===== src/rtl/ps2_kbd_mmio_pkg.sv =====
// Shared constants and types for the memory-mapped PS/2 keyboard receiver.
// Bus encodings match the data-memory port; register offsets are decoded from addr[3:2].
package ps2_kbd_mmio_pkg;

    localparam logic        MEM_READ       = 1'b0;
    localparam logic        MEM_WRITE      = 1'b1;

    localparam logic [31:0] KBD_BASE       = 32'ha1000000;
    localparam logic [1:0]  KBD_REG_DATA   = 2'd0;
    localparam logic [1:0]  KBD_REG_STATUS = 2'd1;

    localparam int unsigned STAT_OVERFLOW  = 8;
    localparam int unsigned STAT_FRAME_ERR = 9;
    localparam int unsigned STAT_EMPTY     = 10;

    typedef enum logic [1:0] {
        StIdle,
        StData,
        StParity,
        StStop
    } rx_state_t;

    // Odd parity over the data byte plus the parity bit, and a high stop bit.
    function automatic logic frame_ok(input logic [7:0] data, input logic par, input logic stop);
        return (^{data, par}) & stop;
    endfunction

endpackage


===== src/rtl/ps2_rx.sv =====
// PS/2 device-to-host frame receiver: synchroniser, falling-edge detect, frame FSM and
// inactivity timeout. Emits a one-cycle byte_valid or byte_err when a frame completes.
module ps2_rx
    import ps2_kbd_mmio_pkg::*;
#(
    parameter int unsigned TIMEOUT_CYCLES = 6000,
    parameter int unsigned SYNC_STAGES    = 2
) (
    input  logic       clk,
    input  logic       rst,
    input  logic       ps2_clk,
    input  logic       ps2_data,
    output logic [7:0] rx_byte,
    output logic       byte_valid,
    output logic       byte_err
);

    localparam int unsigned TW = $clog2(TIMEOUT_CYCLES + 1);

    logic [SYNC_STAGES-1:0] clk_sync, data_sync;
    logic                   clk_prev;
    logic                   clk_s, din, fall;

    rx_state_t state_q, state_d;
    logic [2:0]    bitcnt_q, bitcnt_d;
    logic [7:0]    shift_q, shift_d;
    logic          par_q, par_d;
    logic [TW-1:0] tmo_q, tmo_d;
    logic          valid_q, valid_d;
    logic          err_q, err_d;

    always_ff @(posedge clk or posedge rst) begin
        if (rst) begin
            clk_sync  <= '1;
            data_sync <= '1;
            clk_prev  <= 1'b1;
        end else begin
            clk_sync  <= {clk_sync[SYNC_STAGES-2:0], ps2_clk};
            data_sync <= {data_sync[SYNC_STAGES-2:0], ps2_data};
            clk_prev  <= clk_s;
        end
    end

    assign clk_s = clk_sync[SYNC_STAGES-1];
    assign din   = data_sync[SYNC_STAGES-1];
    assign fall  = clk_prev & ~clk_s;

    always_ff @(posedge clk or posedge rst) begin
        if (rst) begin
            state_q  <= StIdle;
            bitcnt_q <= '0;
            shift_q  <= '0;
            par_q    <= 1'b0;
            tmo_q    <= '0;
            valid_q  <= 1'b0;
            err_q    <= 1'b0;
        end else begin
            state_q  <= state_d;
            bitcnt_q <= bitcnt_d;
            shift_q  <= shift_d;
            par_q    <= par_d;
            tmo_q    <= tmo_d;
            valid_q  <= valid_d;
            err_q    <= err_d;
        end
    end

    always_comb begin
        state_d  = state_q;
        bitcnt_d = bitcnt_q;
        shift_d  = shift_q;
        par_d    = par_q;
        tmo_d    = tmo_q;
        valid_d  = 1'b0;
        err_d    = 1'b0;

        // A stalled partial frame is dropped silently once the line has been quiet too long.
        if (state_q != StIdle) begin
            if (fall) begin
                tmo_d = '0;
            end else if (tmo_q == TW'(TIMEOUT_CYCLES - 1)) begin
                tmo_d   = '0;
                state_d = StIdle;
            end else begin
                tmo_d = tmo_q + TW'(1);
            end
        end

        if (fall) begin
            case (state_q)
                StIdle: begin
                    if (!din) begin
                        state_d  = StData;
                        bitcnt_d = '0;
                        tmo_d    = '0;
                    end
                end
                StData: begin
                    shift_d  = {din, shift_q[7:1]};
                    bitcnt_d = bitcnt_q + 3'd1;
                    if (bitcnt_q == 3'd7) state_d = StParity;
                end
                StParity: begin
                    par_d   = din;
                    state_d = StStop;
                end
                StStop: begin
                    if (frame_ok(shift_q, par_q, din)) valid_d = 1'b1;
                    else                               err_d   = 1'b1;
                    state_d = StIdle;
                end
                default: state_d = StIdle;
            endcase
        end
    end

    assign rx_byte    = shift_q;
    assign byte_valid = valid_q;
    assign byte_err   = err_q;

endmodule


===== src/rtl/ps2_kbd_mmio.sv =====
// Memory-mapped PS/2 keyboard: scancode FIFO behind a DATA/STATUS register pair with
// registered read data and an irq that is high while scancodes are pending.
module ps2_kbd_mmio
    import ps2_kbd_mmio_pkg::*;
#(
    parameter int unsigned FIFO_DEPTH     = 16,
    parameter int unsigned TIMEOUT_CYCLES = 6000,
    parameter int unsigned SYNC_STAGES    = 2
) (
    input  logic        clk,
    input  logic        rst,
    input  logic        ps2_clk,
    input  logic        ps2_data,
    input  logic        ena,
    input  logic        mem_rw,
    input  logic [31:0] addr,
    input  logic [31:0] wdata,
    output logic [31:0] rdata,
    output logic        irq
);

    localparam int unsigned AW = $clog2(FIFO_DEPTH);
    localparam int unsigned CW = AW + 1;

    logic [7:0] rx_byte;
    logic       byte_valid, byte_err;

    ps2_rx #(
        .TIMEOUT_CYCLES (TIMEOUT_CYCLES),
        .SYNC_STAGES    (SYNC_STAGES)
    ) u_rx (
        .clk        (clk),
        .rst        (rst),
        .ps2_clk    (ps2_clk),
        .ps2_data   (ps2_data),
        .rx_byte    (rx_byte),
        .byte_valid (byte_valid),
        .byte_err   (byte_err)
    );

    logic [7:0]    fifo_mem [FIFO_DEPTH];
    logic [AW-1:0] wr_ptr_q, wr_ptr_d, rd_ptr_q, rd_ptr_d;
    logic [CW-1:0] count_q, count_d;
    logic          overflow_q, overflow_d, frame_err_q, frame_err_d;
    logic [31:0]   rdata_q, rdata_d, status;
    logic          irq_q;
    logic [1:0]    sel;
    logic          rd_acc, wr_acc, empty, full, push, pop, clr_wr;

    logic unused_bus;
    assign unused_bus = ^{addr[31:4], addr[1:0], wdata[31:10], wdata[7:0]};

    always_comb begin
        sel    = addr[3:2];
        rd_acc = ena && (mem_rw == MEM_READ);
        wr_acc = ena && (mem_rw == MEM_WRITE);
        clr_wr = wr_acc && (sel == KBD_REG_STATUS);
        empty  = (count_q == '0);
        full   = (count_q == CW'(FIFO_DEPTH));
        pop    = rd_acc && (sel == KBD_REG_DATA) && !empty;
        // A pop in the same cycle frees the slot the incoming byte needs.
        push   = byte_valid && (!full || pop);

        wr_ptr_d = push ? wr_ptr_q + AW'(1) : wr_ptr_q;
        rd_ptr_d = pop  ? rd_ptr_q + AW'(1) : rd_ptr_q;
        case ({push, pop})
            2'b10:   count_d = count_q + CW'(1);
            2'b01:   count_d = count_q - CW'(1);
            default: count_d = count_q;
        endcase

        overflow_d  = overflow_q;
        frame_err_d = frame_err_q;
        if (clr_wr && wdata[STAT_OVERFLOW])  overflow_d  = 1'b0;
        if (clr_wr && wdata[STAT_FRAME_ERR]) frame_err_d = 1'b0;
        if (byte_valid && !push)             overflow_d  = 1'b1;
        if (byte_err)                        frame_err_d = 1'b1;

        status                 = '0;
        status[7:0]            = 8'(count_q);
        status[STAT_OVERFLOW]  = overflow_q;
        status[STAT_FRAME_ERR] = frame_err_q;
        status[STAT_EMPTY]     = empty;

        rdata_d = rdata_q;
        if (rd_acc) begin
            case (sel)
                KBD_REG_DATA:   rdata_d = empty ? '0 : {23'b0, 1'b1, fifo_mem[rd_ptr_q]};
                KBD_REG_STATUS: rdata_d = status;
                default:        rdata_d = '0;
            endcase
        end
    end

    always_ff @(posedge clk) begin
        if (push) fifo_mem[wr_ptr_q] <= rx_byte;
    end

    always_ff @(posedge clk or posedge rst) begin
        if (rst) begin
            wr_ptr_q    <= '0;
            rd_ptr_q    <= '0;
            count_q     <= '0;
            overflow_q  <= 1'b0;
            frame_err_q <= 1'b0;
            rdata_q     <= '0;
            irq_q       <= 1'b0;
        end else begin
            wr_ptr_q    <= wr_ptr_d;
            rd_ptr_q    <= rd_ptr_d;
            count_q     <= count_d;
            overflow_q  <= overflow_d;
            frame_err_q <= frame_err_d;
            rdata_q     <= rdata_d;
            irq_q       <= (count_q != '0);
        end
    end

    assign rdata = rdata_q;
    assign irq   = irq_q;

endmodule


===== config.mk =====
export PLATFORM = sky130hd
export DESIGN_NAME = ps2_kbd_mmio
export DESIGN_NICKNAME = d
export VERILOG_FILES = /design/src/rtl/ps2_kbd_mmio_pkg.sv /design/src/rtl/ps2_rx.sv /design/src/rtl/ps2_kbd_mmio.sv
export SDC_FILE = /design/constraint.sdc
export NUM_CORES = 1
export LEC_CHECK = 0
export ABC_AREA = 1
export CAP_MARGIN = 30
export CORE_AREA = 2 2 134 136
export DETAILED_ROUTE_END_ITERATION = 7
export DIE_AREA = 0 0 136 138
export PLACE_DENSITY_LB_ADDON = 0.2
export SLEW_MARGIN = 20
export SYNTH_ARGS = -nofsm -noshare
export SYNTH_HDL_FRONTEND = slang
export SYNTH_SLANG_ARGS = --single-unit

===== constraint.sdc =====
create_clock -name clk -period 2 [get_ports clk]
set_clock_uncertainty 0.05 [all_clocks]
set_input_delay 0.2 -clock clk [delete_from_list [all_inputs] [get_ports clk]]
set_output_delay 0.2 -clock clk [all_outputs]
set_load 0.01 [all_outputs]

==> impl_metrics.csv <==
group,metric,value,unit
run_status,status,"finished with violations",
run_status,violations,"setup timing",
global_route,grt_remaining_overflow,0,
sta,fin_crit,2041,ps
pwr,swShare,35.49,%
pwr,p_leak,4.385,nW
route,wl_per_cell,15.82,um
place,dp_hpwl,12.09,mm
pwr,net-switching-power,4.377,mW
setup_path,crit_type,"flip-flop to flip-flop",
synthesis,yosys.area.top_type,"edfxtp_1",
synthesis,avgSynthCellArea,10.12,um^2
setup_path,critPathRequiredTime,2270,ps
setup_path,slowest_stage,"dfrtp_2",
final_layout,seqCellArea,0.005379,mm^2
sta,timing.final.max_slew_violations,0,
flow_run,drv_cap,0,
final_layout,area_growth,15.56,%
synthesis,yosys-top-cells-area,"edfxtp_1 44%, dfrtp_1 16%, nand2_1 9.4%, nand3_1 5.5%, inv_1 4.2%",
floorplan,rows,49,
pwr,irDropWorstVdd,0.0008002,V
place,io_buffers,21,
global_route,grt_start_max_net_pins,67,
sta,fin_setup_tns,-40.78,ps
setup_path,endpoint_kind,"flip-flop",
sta,tightest_slew,650.8,ps
sta,hold_violations,0,
setup_path,cp_top_family,"simple AND/OR/NAND/NOR gates",
pwr,p_int,7.957,mW
setup_path,path_cells,"nor2_4 > nand4_4 > nand2_4 > inv_4 > nand2_4 > inv_4 > fa_2 > nand2_2 > nand2_2 > a21oi_2 > nand2_1 > nand2_1 > nand3_1 > nand2_1 > inv_1",
synthesis,syn_inst,858,
setup_path,critPathBufInv,3,
synthesis,syn_area,0.008682,mm^2
sta,relSlewSlack,56.62,%
global_route,grt_pass1_wl,29.79,mm
place,place_ws,-253.3,ps
setup_path,cp_max_fo,4,
global_route,grtUsageTotal,21.06,%
floorplan,io_pins,103,
route,postRouteAntennaNets,0,
sta,rsz0062_at_grt,"true",
sta,hold_ws,47.70,ps
clocking,cts_tree,"yes",
clocking,clk_pin_slew,70,ps
final_layout,final_cell_mix,"214 x nand2_1, 128 x edfxtp_1, 95 x inv_1, 95 x nand3_1, 64 x nor2_1",
clocking,cts_made_buffers,17,
route,drc,0,
final_layout,final_common_cell,"nand2_1",
final_layout,layout.cells.non_filler,1174,
sta,max_freq,490.0,MHz
place,dp.cells,1138,
pwr,power_per_cell_area,1229,mW/mm^2
route,dr.pass1.iters,4,
pwr,clkPwrFrac,25.5,%
clocking,cts_sinks,189,
sta,setup_viol,1,
clocking,clock_latency,430,ps
pwr,seq_power_share,40.9,%
clocking,cts_max_level,4,
sta,final.period_utilization,102.0,%
final_layout,nets,1015,
final_layout,fillers,1478,
place,routabilityCongestion,0.8053,
global_route,grt_pass1_vias,5743,
final_layout,n_antenna_cell,0,
final_layout,drive_gt1_share,14.71,%
floorplan,core-area,0.01753,mm^2
sta,setup_slack,-40.78,ps
clocking,cts_hold_buf,0,
synthesis,ys_seq_elements,189,
clocking,ctsLongestPathBuffers,2,
route,viasPerCell,5.045,
synthesis,yosysTopAreaCellShare,44.27,%
setup_path,arrival,2310,ps
route,vias,5923,
floorplan,die_w,136,um
final_layout,multi_input_area,0.002689,mm^2
setup_path,crit_top_cell,"nand2_1",
worst_hold_path,hold_path_class,"input pin to async pin",
global_route,antenna_found_initial,0,
floorplan,start_util,49.51,%
synthesis,ys_seq_area_share,61.93,%
synthesis,yosys.cell_types.count,45,
floorplan,die_y,138,um
pwr,combPwrFrac,33.6,%
clocking,root_buffer,"clkbuf_16",
route,routed_wl,18.58,mm
synthesis,ys.warnings.count,0,
route,drt_iter0_drc,399,
setup_path,slowest_delay,420,ps
floorplan,dieArea,0.01877,mm^2
setup_path,crit_path_start_kind,"flip-flop",
==> repair_timing <==
item | 4_1_cts | 5_1_grt
endpoints found under the hold margin | 0 | 0
setup buffers | 5 | 0
pin swaps | 8 | 1
gates resized for setup | 4 | 0
setup endpoints to repair | 1 | 3
==> state kept, by name, indices dropped and copies added, names as in the netlist, 2 cells and up <==
signal          flops
u_rx.state_q        2
u_rx.rx_byte        8
u_rx.bitcnt_q       3
u_rx.data_sync      2
rdata              11
u_rx.tmo_q         13
u_rx.clk_sync       2
fifo_mem          128
wr_ptr_q            4
rd_ptr_q            4
count_q             5
==> synth_stat cells (all sizes together) <==
master and instances:
xnor2 5, ha 11, or2 2, a21oi 9, nand3b 1, a21o 1, conb 1, o22ai 3
nand3 96, nand2 225, a22oi 1, fa 1, clkinv 3, mux2i 1, clkbuf 5, dfrtp 56
buf 43, o2bb2ai 1, dfstp 5, mux2 7, xor2 11, o21bai 2, o21ai 42, inv 101
nor2 70, edfxtp 128, nand4 9, o211ai 10, a22o 1, nor3 7
==> per-stage QoR <==
stage          power, mW  instance area, um^2  utilization [%]
2_1_floorplan      7.753                 8775                -
3_3_place_gp       9.191                 9437            53.82
3_5_place_dp       9.253                 9437            53.82
4_1_cts            12.42                10030            57.22
5_1_grt            13.08                10030            57.22
6_report           12.33                10030            57.22
==> final cells by class <==
| type | instances | area share (%) |
|---|---|---|
| Sequential cell | 189 | 53.61 |
| Multi-Input combinational cell | 537 | 26.80 |
| Timing Repair Buffer | 84 | 7.308 |
| Clock buffer | 19 | 4.315 |
| Inverter | 104 | 3.978 |
| Tap cell | 229 | 2.856 |
| Clock inverter | 12 | 1.135 |
==> power groups by stage <==
| stage | combinational [mW] | sequential [mW] | clock, mW |
|---|---|---|---|
| 2_1_floorplan | 2.52 | 5.23 | 0 |
| 3_3_place_gp | 4.08 | 5.12 | 0 |
| 3_5_place_dp | 4.13 | 5.12 | 0 |
| 4_1_cts | 4.18 | 5.04 | 3.20 |
| 5_1_grt | 4.61 | 5.09 | 3.38 |
| 6_report | 4.15 | 5.04 | 3.14 |
==> final timing paths <==
check,from,end,slack (ps),cells after the start
max,count_q[0]$_DFFE_PP0P_,count_q[4]$_DFFE_PP0P_,-40,15
min,rst,u_rx.tmo_q[6]$_DFF_PP0_,50,2
max reg2reg,count_q[0]$_DFFE_PP0P_,count_q[4]$_DFFE_PP0P_,-40,15
min reg2reg,u_rx.data_sync[0]$_DFF_PP1_,u_rx.data_sync[1]$_DFF_PP1_,310,0
max in group asynchronous,rst,u_rx.rx_byte[2]$_DFFE_PP0P_,1360,3
min in group clk,ps2_data,u_rx.data_sync[0]$_DFF_PP1_,130,1
==> routing by layer <==
layer	part of all wire [%]	up-vias	global-route usage, %	wire length (um)
li1	-	2939	-	-
met1	45	2837	29.10	8373
met2	49	130	34.22	9111
met3	4.6	17	3.887	859
met4	1.3	0	5.976	233
met5	0	-	0	0
==> logic make-up (layout without fill, tap and decap cells) <==
family | count (synthesis) | count (layout) | share of synthesized area (%)
simple gates | 410 | 410 | 20.68
flops | 189 | 189 | 61.93
buf+inv | 152 | 219 | 8.243
compound gates | 70 | 70 | 4.568
xor+xnor | 16 | 16 | 1.701
fa+ha+maj | 12 | 12 | 1.816
mux | 8 | 8 | 1.023
other cells | 1 | 21 | 0.04319
Note: power is estimated with default switching activity, not from simulation.
